### src/rtl/uart_tx_mmio.sv
// Memory-mapped UART transmitter: CPU-writable TX FIFO feeding a frame serialiser
// with configurable data bits, parity and stop bits, plus a pollable status register.
module uart_tx_mmio #(
    parameter int                         ADDRESS_WIDTH = 16,
    parameter logic [ADDRESS_WIDTH-1:0]   DATA_ADDR     = 16'hFFFF,
    parameter logic [ADDRESS_WIDTH-1:0]   STAT_ADDR     = 16'hFFFE,
    parameter int                         FIFO_AW       = 4,
    parameter int                         BAUD_DIV      = 104,
    parameter int                         DATA_BITS     = 8,
    parameter int                         PARITY        = 0,
    parameter int                         STOP_BITS     = 1
) (
    input  logic                     clk,
    input  logic                     rst,
    input  logic [ADDRESS_WIDTH-1:0] address,
    input  logic [7:0]               data_in,
    input  logic                     wren,
    output logic [7:0]               data_out,
    output logic                     ready,
    output logic                     busy,
    output logic                     txd
);

    localparam int               DEPTH     = 2 ** FIFO_AW;
    localparam logic [FIFO_AW:0] DEPTH_C   = DEPTH[FIFO_AW:0];
    localparam logic [11:0]      BAUD_LAST = 12'(BAUD_DIV - 1);
    localparam logic [2:0]       DATA_LAST = 3'(DATA_BITS - 1);
    localparam logic [2:0]       STOP_LAST = 3'(STOP_BITS - 1);

    typedef enum logic [2:0] {IDLE, START, DATA, PAR, STOP} state_t;

    state_t                 state, state_next;
    logic [DATA_BITS-1:0]   mem [DEPTH];
    logic [FIFO_AW-1:0]     wr_ptr, rd_ptr;
    logic [FIFO_AW:0]       count;
    logic                   overflow;
    logic [11:0]            baud_cnt;
    logic [2:0]             bit_cnt;
    logic [DATA_BITS-1:0]   shift, shift_next, head;
    logic                   par_bit, par_next;
    logic                   txd_q, txd_next;
    logic                   full, empty, push_req, push, pop, stat_clr;
    logic                   baud_end, adv, bit_clr, bit_inc;

    function automatic logic parity_of(input logic [DATA_BITS-1:0] d);
        if (PARITY == 2)
            return ^d;
        return ~^d;
    endfunction

    assign full     = (count == DEPTH_C);
    assign empty    = (count == '0);
    assign head     = mem[rd_ptr];
    assign push_req = wren && (address == DATA_ADDR);
    // A pop in the same cycle frees a slot, so a write into a full FIFO still lands.
    assign push     = push_req && (!full || pop);
    assign stat_clr = wren && (address == STAT_ADDR) && data_in[3];
    assign baud_end = (baud_cnt == BAUD_LAST);

    assign ready    = !full;
    assign busy     = (state != IDLE) || !empty;
    assign txd      = txd_q;
    assign data_out = (address == STAT_ADDR) ? {4'b0000, overflow, busy, full, empty} : 8'h00;

    always_ff @(posedge clk or posedge rst) begin
        if (rst)
            state <= IDLE;
        else
            state <= state_next;
    end

    always_comb begin
        state_next = state;
        pop        = 1'b0;
        shift_next = shift;
        par_next   = par_bit;
        adv        = 1'b0;
        bit_clr    = 1'b0;
        bit_inc    = 1'b0;
        case (state)
            IDLE: begin
                if (!empty) begin
                    pop        = 1'b1;
                    shift_next = head;
                    par_next   = parity_of(head);
                    state_next = START;
                    adv        = 1'b1;
                    bit_clr    = 1'b1;
                end
            end
            START: begin
                if (baud_end) begin
                    state_next = DATA;
                    adv        = 1'b1;
                    bit_clr    = 1'b1;
                end
            end
            DATA: begin
                if (baud_end) begin
                    adv = 1'b1;
                    if (bit_cnt == DATA_LAST) begin
                        state_next = (PARITY != 0) ? PAR : STOP;
                        bit_clr    = 1'b1;
                    end else begin
                        shift_next = shift >> 1;
                        bit_inc    = 1'b1;
                    end
                end
            end
            PAR: begin
                if (baud_end) begin
                    state_next = STOP;
                    adv        = 1'b1;
                    bit_clr    = 1'b1;
                end
            end
            STOP: begin
                if (baud_end) begin
                    adv = 1'b1;
                    if (bit_cnt == STOP_LAST) begin
                        bit_clr = 1'b1;
                        // Chain straight into the next start bit when data is waiting.
                        if (!empty) begin
                            pop        = 1'b1;
                            shift_next = head;
                            par_next   = parity_of(head);
                            state_next = START;
                        end else begin
                            state_next = IDLE;
                        end
                    end else begin
                        bit_inc = 1'b1;
                    end
                end
            end
            default: state_next = IDLE;
        endcase

        case (state_next)
            START:   txd_next = 1'b0;
            DATA:    txd_next = shift_next[0];
            PAR:     txd_next = par_next;
            default: txd_next = 1'b1;
        endcase
    end

    always_ff @(posedge clk or posedge rst) begin
        if (rst) begin
            wr_ptr   <= '0;
            rd_ptr   <= '0;
            count    <= '0;
            overflow <= 1'b0;
            baud_cnt <= '0;
            bit_cnt  <= '0;
            txd_q    <= 1'b1;
        end else begin
            if (push)
                wr_ptr <= wr_ptr + 1'b1;
            if (pop)
                rd_ptr <= rd_ptr + 1'b1;
            case ({push, pop})
                2'b10:   count <= count + 1'b1;
                2'b01:   count <= count - 1'b1;
                default: count <= count;
            endcase
            // Setting wins over a same-cycle clear so no drop goes unreported.
            if (push_req && full && !pop)
                overflow <= 1'b1;
            else if (stat_clr)
                overflow <= 1'b0;
            if (adv || state_next == IDLE)
                baud_cnt <= '0;
            else
                baud_cnt <= baud_cnt + 1'b1;
            if (bit_clr)
                bit_cnt <= '0;
            else if (bit_inc)
                bit_cnt <= bit_cnt + 1'b1;
            txd_q <= txd_next;
        end
    end

    always_ff @(posedge clk) begin
        if (push)
            mem[wr_ptr] <= data_in[DATA_BITS-1:0];
        shift   <= shift_next;
        par_bit <= par_next;
    end

endmodule

### config.mk
export PLATFORM = sky130hd
export DESIGN_NAME = uart_tx_mmio
export DESIGN_NICKNAME = d
export VERILOG_FILES = /design/src/rtl/uart_tx_mmio.sv
export SDC_FILE = /design/constraint.sdc
export NUM_CORES = 1
export LEC_CHECK = 0
export CAP_MARGIN = 30
export CORE_MARGIN = 10
export CORE_UTILIZATION = 40
export DETAILED_ROUTE_END_ITERATION = 12
export GPL_ROUTABILITY_DRIVEN = 1
export SYNTH_ARGS = -nofsm -noshare
export SYNTH_HDL_FRONTEND = slang
export SYNTH_SLANG_ARGS = --single-unit
### constraint.sdc
create_clock -name clk -period 3.5 [get_ports clk]
set_input_delay 0.7 -clock clk [delete_from_list [all_inputs] [get_ports clk]]
set_output_delay 0.7 -clock clk [all_outputs]
set_load 0.03 [all_outputs]
Word level (Yosys, flattened, before mapping) --
Memory sizes are Yosys's and may differ from the RTL's. Cells that the tools add are included.
Storage, ports and cells: flip-flop bits (word level) 42, bits in latches 0, bits in writable memories 128, memory bits (read-only) 0, bits of input ports 27, output and inout port bits 11, logic and storage cells 106, memories 1
Memory list:
- mem | words 16, width 8, read ports 1, clocked after Yosys merged registers in 0, write ports 1, RTL line 33 | logic [DATA_BITS-1:0] mem [DEPTH];
Operators by class: $add $sub $neg 6, multipliers 0, div/mod/pow operators 0, $lt $le $gt $ge 0, equal/unequal tests 18, shifts and indexed selects 0, muxes and demuxes 45, bitwise logic cells 0, reduce and logical (&&, ||, !) cells 25
Operators with widths (count):
- 8-bit two-way mux | 5
- 16-bit == test, second input constant | 2
- 3-bit two-way mux | 9
- 8-bit one-hot mux with 3 select lines | 1
- 1-bit two-way mux | 20
- 3-bit one-hot mux with 5 select lines | 1
- 12-bit by 1-bit adder with 12-bit output, second input constant | 1
- 12-bit by 7-bit == test with 1-bit output, second input constant | 1
- 3-bit by 2-bit == test with 1-bit output, second input constant | 4
- 12-bit two-way mux | 1
- 5-bit one-hot mux with 2 select lines | 1
- 3-bit logical NOT | 3
- 4-bit by 1-bit adder with 4-bit output, second input constant | 2
- 2-bit != test, second input constant | 4
- 1-bit one-hot mux with 2 select lines | 4
- 8-bit XNOR reduction | 1
- 3-bit by 1-bit == test with 1-bit output, second input constant | 2
- 3-bit == test, second input constant | 2
- 1-bit logical AND | 6
- 2-bit nonzero test | 3
- 3-bit nonzero test | 2
- 5-bit by 1-bit adder with 5-bit output, second input constant | 1
- 5-bit == test, second input constant | 1
- 5-bit logical NOT | 1
- 12 further kinds | 16

Longest topological paths before layout --
Gate-level depths: netlist (run 1).
word-level depth 9, depth in mapped cells 13

Least setup slack after synthesis (run 1) --
OpenSTA, ideal clock, no wires.
kind reg2reg, start point reg bit_cnt[0], end point reg count[4], setup time 79 ps, data arrival time 2699 ps, data required time 3421 ps, path slack 722 ps, stages on the path, launching flop included 14, cell sequence dfrtp_1 inv_1 ha_1 nand2b_1 nor4b_1 a21oi_1 clkbuf_2 or3_4 inv_1 ha_1 a21o_1 a21oi_1 mux2i_1 xor2_1
On the way: longest elaborated chain between the ends 8
Ends and longest elaborated chain:
- start: declaration | RTL line 38 | logic [2:0] bit_cnt;
- start signal: assignment | RTL line 178 | bit_cnt <= bit_cnt + 1'b1;
- 3-bit logical NOT (*) | RTL line 120 | if (bit_cnt == STOP_LAST) begin
- 1-bit two-way mux (*) | RTL line 120
- 1-bit two-way mux (*) | RTL line 118 | if (baud_end) begin
- 1-bit one-hot mux with 2 select lines (*) | RTL line 80 | case (state)
- 1-bit logical OR | RTL line 56 | assign push = push_req && (!full || pop);
- 1-bit logical AND | RTL line 56
- 2-bit by 1-bit == test with 1-bit output / 2-bit == test (equally long branches) | RTL line 161 | case ({push, pop})
- 5-bit one-hot mux with 2 select lines / 2-bit nonzero test (equally long branches)
- end signal: assignment | RTL line 162 | 2'b10: count <= count + 1'b1;
- end signal: assignment | RTL line 163 | 2'b01: count <= count - 1'b1;
- end signal: assignment | RTL line 164 | default: count <= count;
- end: declaration | RTL line 35 | logic [FIFO_AW:0] count;
Every way passes the cells marked *; elsewhere a longest branch is shown, timed or not. A chain may end at the register's enable or synchronous reset.

Worst setup path after layout (run 1) --
start point in address[6], end point out data_out[3]
On the way: longest elaborated chain between the ends 2
Ends and longest elaborated chain:
- start: declaration | RTL line 15 | input logic [ADDRESS_WIDTH-1:0] address,
- 16-bit == test | RTL line 63 | assign data_out = (address == STAT_ADDR) ? {4'b0000, overflow, busy, full, empty} : 8'h00;
- 4-bit two-way mux | RTL line 63
- end: declaration | RTL line 18 | output logic [7:0] data_out,
No other way between the ends.

==> results of run 1 <==
synth_stat cells (2+ instances only):
cell type / instances
buf_2: 5
nor2_1: 36
xnor2_1: 21
and3b_1: 2
mux2_1: 2
dfrtp_1: 32
nand3_1: 10
and2_1: 13
xor2_1: 8
a22oi_1: 17
and3_1: 6
buf_4: 5
a21oi_1: 11
nand2b_1: 3
nand3b_1: 2
clkbuf_1: 6
nand4_1: 5
inv_1: 16
edfxtp_1: 135
buf_6: 3
ha_1: 12
nor2b_1: 4
nor4_1: 2
mux4_2: 32
mux2i_1: 10
o21ai_0: 14
dfxtp_1: 2
buf_1: 3
a21o_1: 2
o21ai_1: 2
nand2_1: 36
a211oi_1: 2
metrics by stage:
stage               setup slack, ns  power (mW)  cell area [µm²]  utilization [%]
finish                        0.123        4.13             8630             47.9
global route                 0.0147        4.27             8630             47.9
CTS                          0.0831        4.17             8630             47.9
detailed placement           0.0839        2.29             8030             44.6
global placement              0.102        2.29             8030             44.6
floorplan                     0.722        2.24             7350                -
where the power goes:
group	switching [mW]	leakage, nW	total [mW]	internal, mW
Combinational	0.0393	1.26	0.0662	0.0269
Clock	0.864	0.289	1.89	1.02
Sequential	0.0000648	1.65	2.18	2.18
worst min-delay path, delay by kind of cell, from the launching register on:
family | cells | cell delay [ns]
DFF | 1 | 0.31
AOI/OAI and AO/OA | 1 | 0.05
and+or+nand+nor | 1 | 0.05
layer usage:
| metal | GRT usage (%) | wire [µm] | vias to the layer above |
|---|---|---|---|
| met5 | 0 | 0 | - |
| met4 | 5.12 | 157 | 0 |
| met3 | 2.87 | 514 | 14 |
| met2 | 21.1 | 7470 | 57 |
| met1 | 16.2 | 6710 | 2055 |
| li1 | - | - | 1881 |
path summary, 6_finish.rpt:
| path | start | to | depth (start not counted) |
|---|---|---|---|
| max | address[6] | data_out[3] | 6 |
| min | par_bit$_DFF_P_ | par_bit$_DFF_P_ | 2 |
| max reg2reg | bit_cnt[0]$_DFFE_PP0P_ | count[4]$_DFFE_PP0P_ | 12 |
| min reg2reg | par_bit$_DFF_P_ | par_bit$_DFF_P_ | 2 |
| max in group asynchronous | rst | txd$_DFF_PP1_ | 3 |
| min in group asynchronous | rst | count[0]$_DFFE_PP0P_ | 3 |
cells by family after synthesis:
family	Yosys count	share of synthesized area [%]
other cells	1	0.0511
flops	170	67.0
fa+ha+maj	13	2.32
xor+xnor	29	3.46
mux	44	11.5
buf+inv	39	2.66
simple gates	127	8.64
compound gates	51	4.38
flip-flops by register name, indices dropped and copies added (netlist names):
name / cells
baud_cnt: 12
bit_cnt: 3
count: 5
mem: 128
overflow: 1
par_bit: 1
rd_ptr: 4
shift: 8
state: 3
txd: 1
wr_ptr: 4
area by class of cell:
| type | instances | area (µm²) | share of cell area (%) |
|---|---|---|---|
| sequential | 170 | 4920 | 57.0 |
| multi-input combinational | 268 | 2240 | 25.9 |
| timing repair buffer | 57 | 526 | 6.09 |
| clock buffer | 17 | 425 | 4.93 |
| tap | 229 | 287 | 3.32 |
| clock inverter | 15 | 173 | 2.00 |
| inverter | 16 | 60.1 | 0.696 |
==> run summary, run 1 <==
Status: completed
Vias in the first global route: 4,327
Syn Area/Cell: 15.5 µm²
Via/cell ratio: 5.19
Post_cts resized: 0
Initial antenna violation count: 0
Drt first-iter violations: 240
TNS Setup: 0 ns
CTS Sinks: 170
RSZ-0062 raised after global routing: false
Max Cap Violations: 0
Net count, final: 570
GRT overflow: 0
Worst path slowest cell: clkdlybuf4s50_1
Crit-path most repeated cell: clkdlybuf4s50_1
Largest net degree at the start of global routing: 36
Hold_buf cts: 0
Yosys warnings: 0
Post-synthesis sequential area ratio: 67.0%
Diodes inserted: 0
TritonCTS Buffers: 17
DIE AREA: 24,200 µm²
I/O pins: 38
Slew margin rel.: 50.8%
Maximum vdd drop: 335 µV
Clock buffer depth: 2
Core Box Area: 18,000 µm²
Total GRT Usage: 12.8%
Gate Count Post-Synth: 474
Commonest cells after routing, fill and taps aside: 135 x edfxtp_1, 36 x nand2_1, 36 x nor2_1, 32 x mux4_2, 32 x clkdlybuf4s50_1
Number of flops mapped to enable cells by yosys: 135
Via count: 4,007
Measured slew at the worst slew-check pin: 0.736 ns
Residual DRC count: 0
LEAKAGE: 3.19 nW
Critical path, cell by cell: clkdlybuf4s50_1 > nand4_1 > nor4_1 > nand2b_1 > nor2_1 > clkdlybuf4s50_1
WP data arrival: 2.68 ns
Hold Path Class: reg -> reg
Largest cells by area after synthesis: edfxtp_1 55%, dfrtp_1 11%, mux4_2 9.8%
H-Tree Depth: 4
PortBufs: 33
Clock-pin slew on the worst setup and hold paths: 0.07 ns
Hold slack: 0.451 ns
Cells after DPL: 740
DP Wirelength: 9940 µm
Most used DFF post-synth: edfxtp_1
Post-Syn Area: 7340 µm²
# fillers: 1,553
Clk_lat worst skew: 0.43 ns
Layout cells sized above 1: 17.7%
CP Class: in -> out
Ys async rst share: 19.4%
Unique masters post-synth: 47
DRT Wirelength: 14,800 µm
Worst Path Required: 2.80 ns
Flop and latch count out of synthesis: 170
Worst-path fanout max: 5
Drt wl/cell: 19.2 µm
Fin crit share: 96.5%
Fin cells: 772
R2r setup slk: 0.47 ns
Pwr dens: 479 nW/µm²
Crit path max-delay family: buffers and inverters
First-pass GRT wire length: 23,900 µm
Critical path's largest stage delay: 0.69 ns
Routed Antenna Nets: 0
CTS tree: done
Clock Skew: 0.0130 ns
Crit start category: input port
Detailed Routing Iterations Pass 1: 4
Setup crit end kind: output port
Commonest non-fill, non-tap cell in the layout: edfxtp_1
Die span in y: 155 µm
Setup bufs post-CTS: 0
Min cycle time layout: 3.38 ns
Die W: 155 µm
Synth-to-layout area growth: 17.5%
Final setup fails: 0
Rows: 49
Max Slew Vio Count: 0
Final hold violation count: 0
FMAX: 296 MHz
CTS Root Cell: clkbuf_16
Starting Density: 40.7%
Most area-hungry cell type in the Yosys netlist: edfxtp_1
GPL Wtd Cong: 0.751
Buf+Inv Stages, Crit Path: 2
Yosys top cell area share: 55.2%
Power figures use the tool's default switching activity.
==> run 2: changes to the inputs <==
- CORE_UTILIZATION: 40 -> 55
- PLACE_DENSITY: not set -> 0.74
==> run 2 against run 1 <==
Net effect:
- critical endpoint is now data_out[1]
- critical path type unchanged
- final area shrank 1.9%
- non-clock buffer count shrank 8
- via count grew 0.80%
==> run summary, run 2 (synthesized netlist as in run 1, its figures left out) <==
Largest net degree at the start of global routing: 36 (unchanged)
I/O pins: 38 (unchanged)
H-Tree Depth: 4 (unchanged)
Maximum vdd drop: 400 µV (+19%)
Commonest non-fill, non-tap cell in the layout: edfxtp_1
TritonCTS Buffers: 17 (unchanged)
RSZ-0062 raised after global routing: false
Clock buffer depth: 2 (unchanged)
CTS tree: done
Core Box Area: 13,100 µm² (-27%)
LEAKAGE: 3.15 nW (-1.4%)
Status: completed
Residual DRC count: 0 (unchanged)
Measured slew at the worst slew-check pin: 0.907 ns (+0.171 ns)
Cells after DPL: 679 (-8.2%)
Worst path slowest cell: clkdlybuf4s50_1
TNS Setup: 0 ns (unchanged)
WP data arrival: 2.68 ns (about the same)
DRT Wirelength: 14,400 µm (-3.1%)
Fin cells: 711 (-7.9%)
Slew margin rel.: 39.2% (-12 points)
PortBufs: 33 (unchanged)
Fin crit share: 96.6% (+0.15 points)
Via/cell ratio: 5.68 (+9.4%)
Clock-pin slew on the worst setup and hold paths: 0.06 ns (about the same)
CTS Root Cell: clkbuf_16
Max Slew Vio Count: 0 (unchanged)
Critical path, cell by cell: clkdlybuf4s50_1 > nand4_1 > nor4_1 > buf_4 > nand2b_1 > nor2_1 > clkdlybuf4s50_1
Die span in y: 136 µm (-13%)
R2r startpoint: bit_cnt[0]$_DFFE_PP0P_
Routed Antenna Nets: 0 (unchanged)
Drt first-iter violations: 327 (+36%)
Clock Skew: 0.0126 ns (-0.000428 ns)
Critical path's largest stage delay: 0.67 ns (-0.02 ns)
Total GRT Usage: 16.6% (+3.8 points)
Net count, final: 562 (-1.4%)
Max reg flops: 128 (unchanged)
CP Class: in -> out
Pwr dens: 482 nW/µm² (+0.64%)
Clk_lat worst skew: 0.43 ns (about the same)
Detailed Routing Iterations Pass 1: 4 (unchanged)
Placed standard-cell area: 7890 µm² (-1.8%)
Rows: 42 (-14%)
Min cycle time layout: 3.38 ns (+0.00536 ns)
Diodes inserted: 0 (unchanged)
Setup crit end kind: output port
Vias in the first global route: 4,141 (-4.3%)
Starting Density: 55.9% (+15 points)
Hold Path Class: reg -> reg
GRT overflow: 0 (unchanged)
Crit start category: input port
PnR worst setup slack: 0.118 ns (-0.00536 ns)
Biggest registers after layout: mem x128, baud_cnt x12, shift x8
Final hold violation count: 0 (unchanged)
Commonest cells after routing, fill and taps aside: 135 x edfxtp_1, 36 x nand2_1, 36 x nor2_1, 32 x mux4_2, 31 x dfrtp_1
Crit-path most repeated cell: clkdlybuf4s50_1
Die W: 136 µm (-13%)
CP startpoint: address[2]
Hold_buf cts: 0 (unchanged)
Buf+Inv Stages, Crit Path: 3 (+1)
Layout cells sized above 1: 15.7% (-2.0 points)
DP Wirelength: 9490 µm (-4.5%)
FMAX: 296 MHz (-0.16%)
Post-route design area: 8470 µm² (-1.9%)
Via count: 4,039 (+0.80%)
Place WS: 0.0336 ns (-0.0504 ns)
Initial antenna violation count: 0 (unchanged)
Worst Path Required: 2.80 ns (about the same)
Max Cap Violations: 0 (unchanged)
Crit path max-delay family: buffers and inverters
Drt wl/cell: 20.2 µm (+5.2%)
Reg with most FFs: mem
Worst-path fanout max: 5 (unchanged)
# fillers: 941 (-39%)
First-pass GRT wire length: 23,100 µm (-3.3%)
GPL Wtd Cong: 0.833 (+11%)
DIE AREA: 18,400 µm² (-24%)
Synth-to-layout area growth: 15.3%
CTS Sinks: 170 (unchanged)
Final setup fails: 0 (unchanged)
Worst Hold Launch: par_bit$_DFF_P_
==> run 2: cell types whose count changed in the layout (fill, tap and decap cells not counted) <==
cell             before  now
inv_8                 6    1
clkbuf_1              0    2
buf_4                23   17
clkinv_1              0    3
buf_12                1    0
clkinv_8              1    0
bufinv_16             1    2
clkdlybuf4s50_1      32   30
dlymetal6s2s_1        1    2
==> run 2: cell type report <==
| cell class | instances | area, µm² | share of cell area, % |
|---|---|---|---|
| repair buffers | 49 | 453 | 5.35 |
| clock inverters | 13 | 141 | 1.67 |
| well taps | 176 | 220 | 2.60 |
| flip-flops and latches | 170 | 4920 | 58.1 |
| multi-input cells | 268 | 2240 | 26.4 |
| inverters | 16 | 60.1 | 0.709 |
| clock buffers | 19 | 433 | 5.11 |
==> run 2: path summary, 6_finish.rpt <==
kind                                    endpoint  slack [ns]  cells past startpoint
setup / recovery                     data_out[1]        0.12                      7
hold / removal                   par_bit$_DFF_P_        0.45                      2
setup reg to reg            count[4]$_DFFE_PP0P_        0.50                     12
hold reg to reg                  par_bit$_DFF_P_        0.45                      2
max in group asynchronous          txd$_DFF_PP1_        2.47                      3
min in group asynchronous  baud_cnt[2]$_DFF_PP0_        0.68                      3
==> run 2: routing by layer <==
metal	wire, µm	vias to the layer above	share of wire, %	global-route usage, %
li1	-	1867	-	-
met3	790	13	5.5	3.89
met4	165	0	1.1	5.08
met5	0	-	0	0
met1	6120	2042	43	22.0
met2	7310	117	51	26.8
==> run 2: repair_timing <==
action | in CTS | in global routing
resized for setup | 0 | 2
buffers inserted | 0 | 0
endpoints found under the setup margin | 0 | 2
==> run 2: per-stage QoR <==
step	utilization, %	total power, mW	hold slack (ns)
after floorplan	-	2.24	0.425
after global placement	60.0	2.29	0.434
after detailed placement	60.0	2.29	0.441
after CTS	64.4	4.11	0.450
after global routing	64.5	4.20	0.473
final	64.5	4.08	0.449
==> run 2: power breakdown <==
part / switching [mW] / total [mW] / internal [mW]
Clock: 0.775 / 1.83 / 1.06
Combinational: 0.0416 / 0.0685 / 0.0269
Sequential: 0.0000645 / 2.18 / 2.18
Total: 0.816 / 4.08 / 3.26
==> run 2: worst reg2reg max path, delay by kind of cell, from the launching register on <==
kind / cells / cell delay [ns]
flip-flops: 1 / 0.41
AND/OR/NAND/NOR: 3 / 0.90
multiplexers: 1 / 0.26
AO/OA/AOI/OAI: 3 / 0.56
adder cells (fa/ha/maj): 2 / 0.43
buffers and inverters: 2 / 0.19
XOR/XNOR: 1 / 0.16
==> variant (settings of run 1) <==
`DATA_BITS`: 8 -> 7.
--- a/src/rtl/uart_tx_mmio.sv
+++ b/src/rtl/uart_tx_mmio.sv
@@ -7,5 +7,5 @@
     parameter int                         FIFO_AW       = 4,
     parameter int                         BAUD_DIV      = 104,
-    parameter int                         DATA_BITS     = 8,
+    parameter int                         DATA_BITS     = 7,
     parameter int                         PARITY        = 0,
     parameter int                         STOP_BITS     = 1
Function: no difference found for any inputs over 10 cycles, from zero or initial values and one cycle with rst high; that may be too few to reach the edited logic, so the function may still have changed.
==> variant against run 1 <==
Sequential cell count shrank 17. Cell area down 8.0%. Count of clock-buffer cells in the layout is 1 higher. Worst setup slack got worse by 0.022 ns. Synthesized area is 9.1% lower. Clock skew is 0.0036 ns lower. Routed wire length fell by 8.5%. Global-route usage fell by 0.18 points. Non-clock buffer count increased by 1. Sequential share of layout area fell by 1.5 points. Critical endpoint is now data_out[1].
Power is not compared: it rests on default switching activity, and its combinational part moved more than twofold at a synthesized area within 25%.
==> variant: results (changes against run 1) <==
| Metric | Value |
|---|---|
| Worst-Margin Slew | 0.8449 ns (+0.1085 ns) |
| GP Congestion | 0.8348 (+11%) |
| Non-clock buffer share | 6.678% (+0.59 points) |
| Xor-xnor portion of the synthesized cell area | 3.938% (+0.48 points) |
| Synth area leader | edfxtp_1 |
| Sequential cell area fraction in the yosys report | 66.11% (-0.90 points) |
| Post-route cell area | 7944 um2 (-8.0%) |
| Layout cells sized above 1 | 18.41% (+0.73 points) |
| Met1 Track Usage GR | 15.71% (-0.45 points) |
| # clock sinks | 153 (-10%) |
| Met3 WL post-DR | 567 um (+10%) |
| Setup bufs post-CTS | 0 (unchanged) |
| EDFF count, synth | 118 (-13%) |
| DP Cell Count | 704 (-4.9%) |
| Inverter count | 11 (-5) |
| Layout net count | 543 (-4.7%) |
| Layout Cells excl Fill | 736 (-4.7%) |
| Placed inst area | 7373 um2 (-8.2%) |
| First-pass DRT Iterations | 5 (+1) |
| Clock buf/inv share | 7.119% (+0.19 points) |
| Register Area | 4412 um2 (-10%) |
| R2R Setup Slk | 0.51 ns (+0.04 ns) |
| Highest routed metal layer | met4 |
| Final hold slack | 0.4491 ns (-0.002102 ns) |
| Dpl ws | 0.05246 ns (-0.03149 ns) |
| Worst flop-to-flop path startpoint | baud_cnt[7] |
| Final HPWL DP | 9133 um (-8.1%) |
| Vias in the first global route | 3968 (-8.3%) |
| Count of multi-input gates | 262 (-2.2%) |
| Filler cells | 1425 (-8.2%) |
| Biggest registers after layout | mem x112, baud_cnt x12, shift x7 |
| Pin count of the biggest net entering global routing | 32 (-11%) |
| WL met1 | 6018 um (-10%) |
| Met2 wire length | 6895 um (-7.6%) |
| Clock buffer count | 18 (+1) |
| GR met3 Demand/Resource | 3.641% (+0.77 points) |
| Mapped Area | 6671 um2 (-9.1%) |
| Initial antenna violation count | 0 (unchanged) |
| PortBufs | 32 (-3.0%) |
| Initial DRC count | 225 (-6.3%) |
| Drt wl/cell | 18.47 um (-4.0%) |
| CTS root buf | clkbuf_16 |
| Mux contribution to synthesized area | 10.35% (-1.1 points) |
| GRT met2 Usage | 20.93% (-0.14 points) |
| Multi-input logic area | 2120 um2 (-5.3%) |
| Gate count of the mapped netlist | 445 (-6.1%) |
| GRT Total Usage | 12.67% (-0.18 points) |
| Adder-cell share of the synthesized area | 2.551% (+0.23 points) |
| Clock skew | 0.009422 ns (-0.003587 ns) |
| List of most frequent post-synthesis cells | edfxtp_1, nor2_1, nand2_1 |
| Via count | 3747 (-6.5%) |
| Status | completed |
| Largest cells by area after synthesis | edfxtp_1, dfrtp_1, mux4_2 |
| Count of non-CTS buffers in the layout | 58 (+1.8%) |
variant: cell types whose count changed after synthesis, moves of 5 or more:
cell             run 1  this run
a22oi_1             17        12
and2_1              13         2
edfxtp_1           135       118
inv_1               16        11
variant: kinds of logic (layout without fill, tap and decap cells):
| logic type | count (synthesis) | after routing |
|---|---|---|
| mux | 34 | 34 |
| other cells | 1 | 4 |
| fa+ha+maj | 13 | 13 |
| xor+xnor | 30 | 30 |
| flops | 153 | 153 |
| simple gates | 127 | 127 |
| buf+inv | 33 | 101 |
| compound gates | 54 | 54 |
variant: worst max path at each step:
stage,startpoint,endpoint,slack [ns],cells past startpoint
after floorplan,baud_cnt[0],count[4],0.75,15
after global placement,address[6],data_out[0],0.1,6
after detailed placement,address[6],data_out[3],0.05,6
after CTS,address[6],data_out[3],0.05,6
after global routing,address[7],data_out[1],0.03,6
final,address[6],data_out[1],0.10,6
variant: worst max-delay path: cells and delay by family:
kind | cells | cell delay [ns]
buf+inv | 2 | 1.14
simple gates | 4 | 0.84
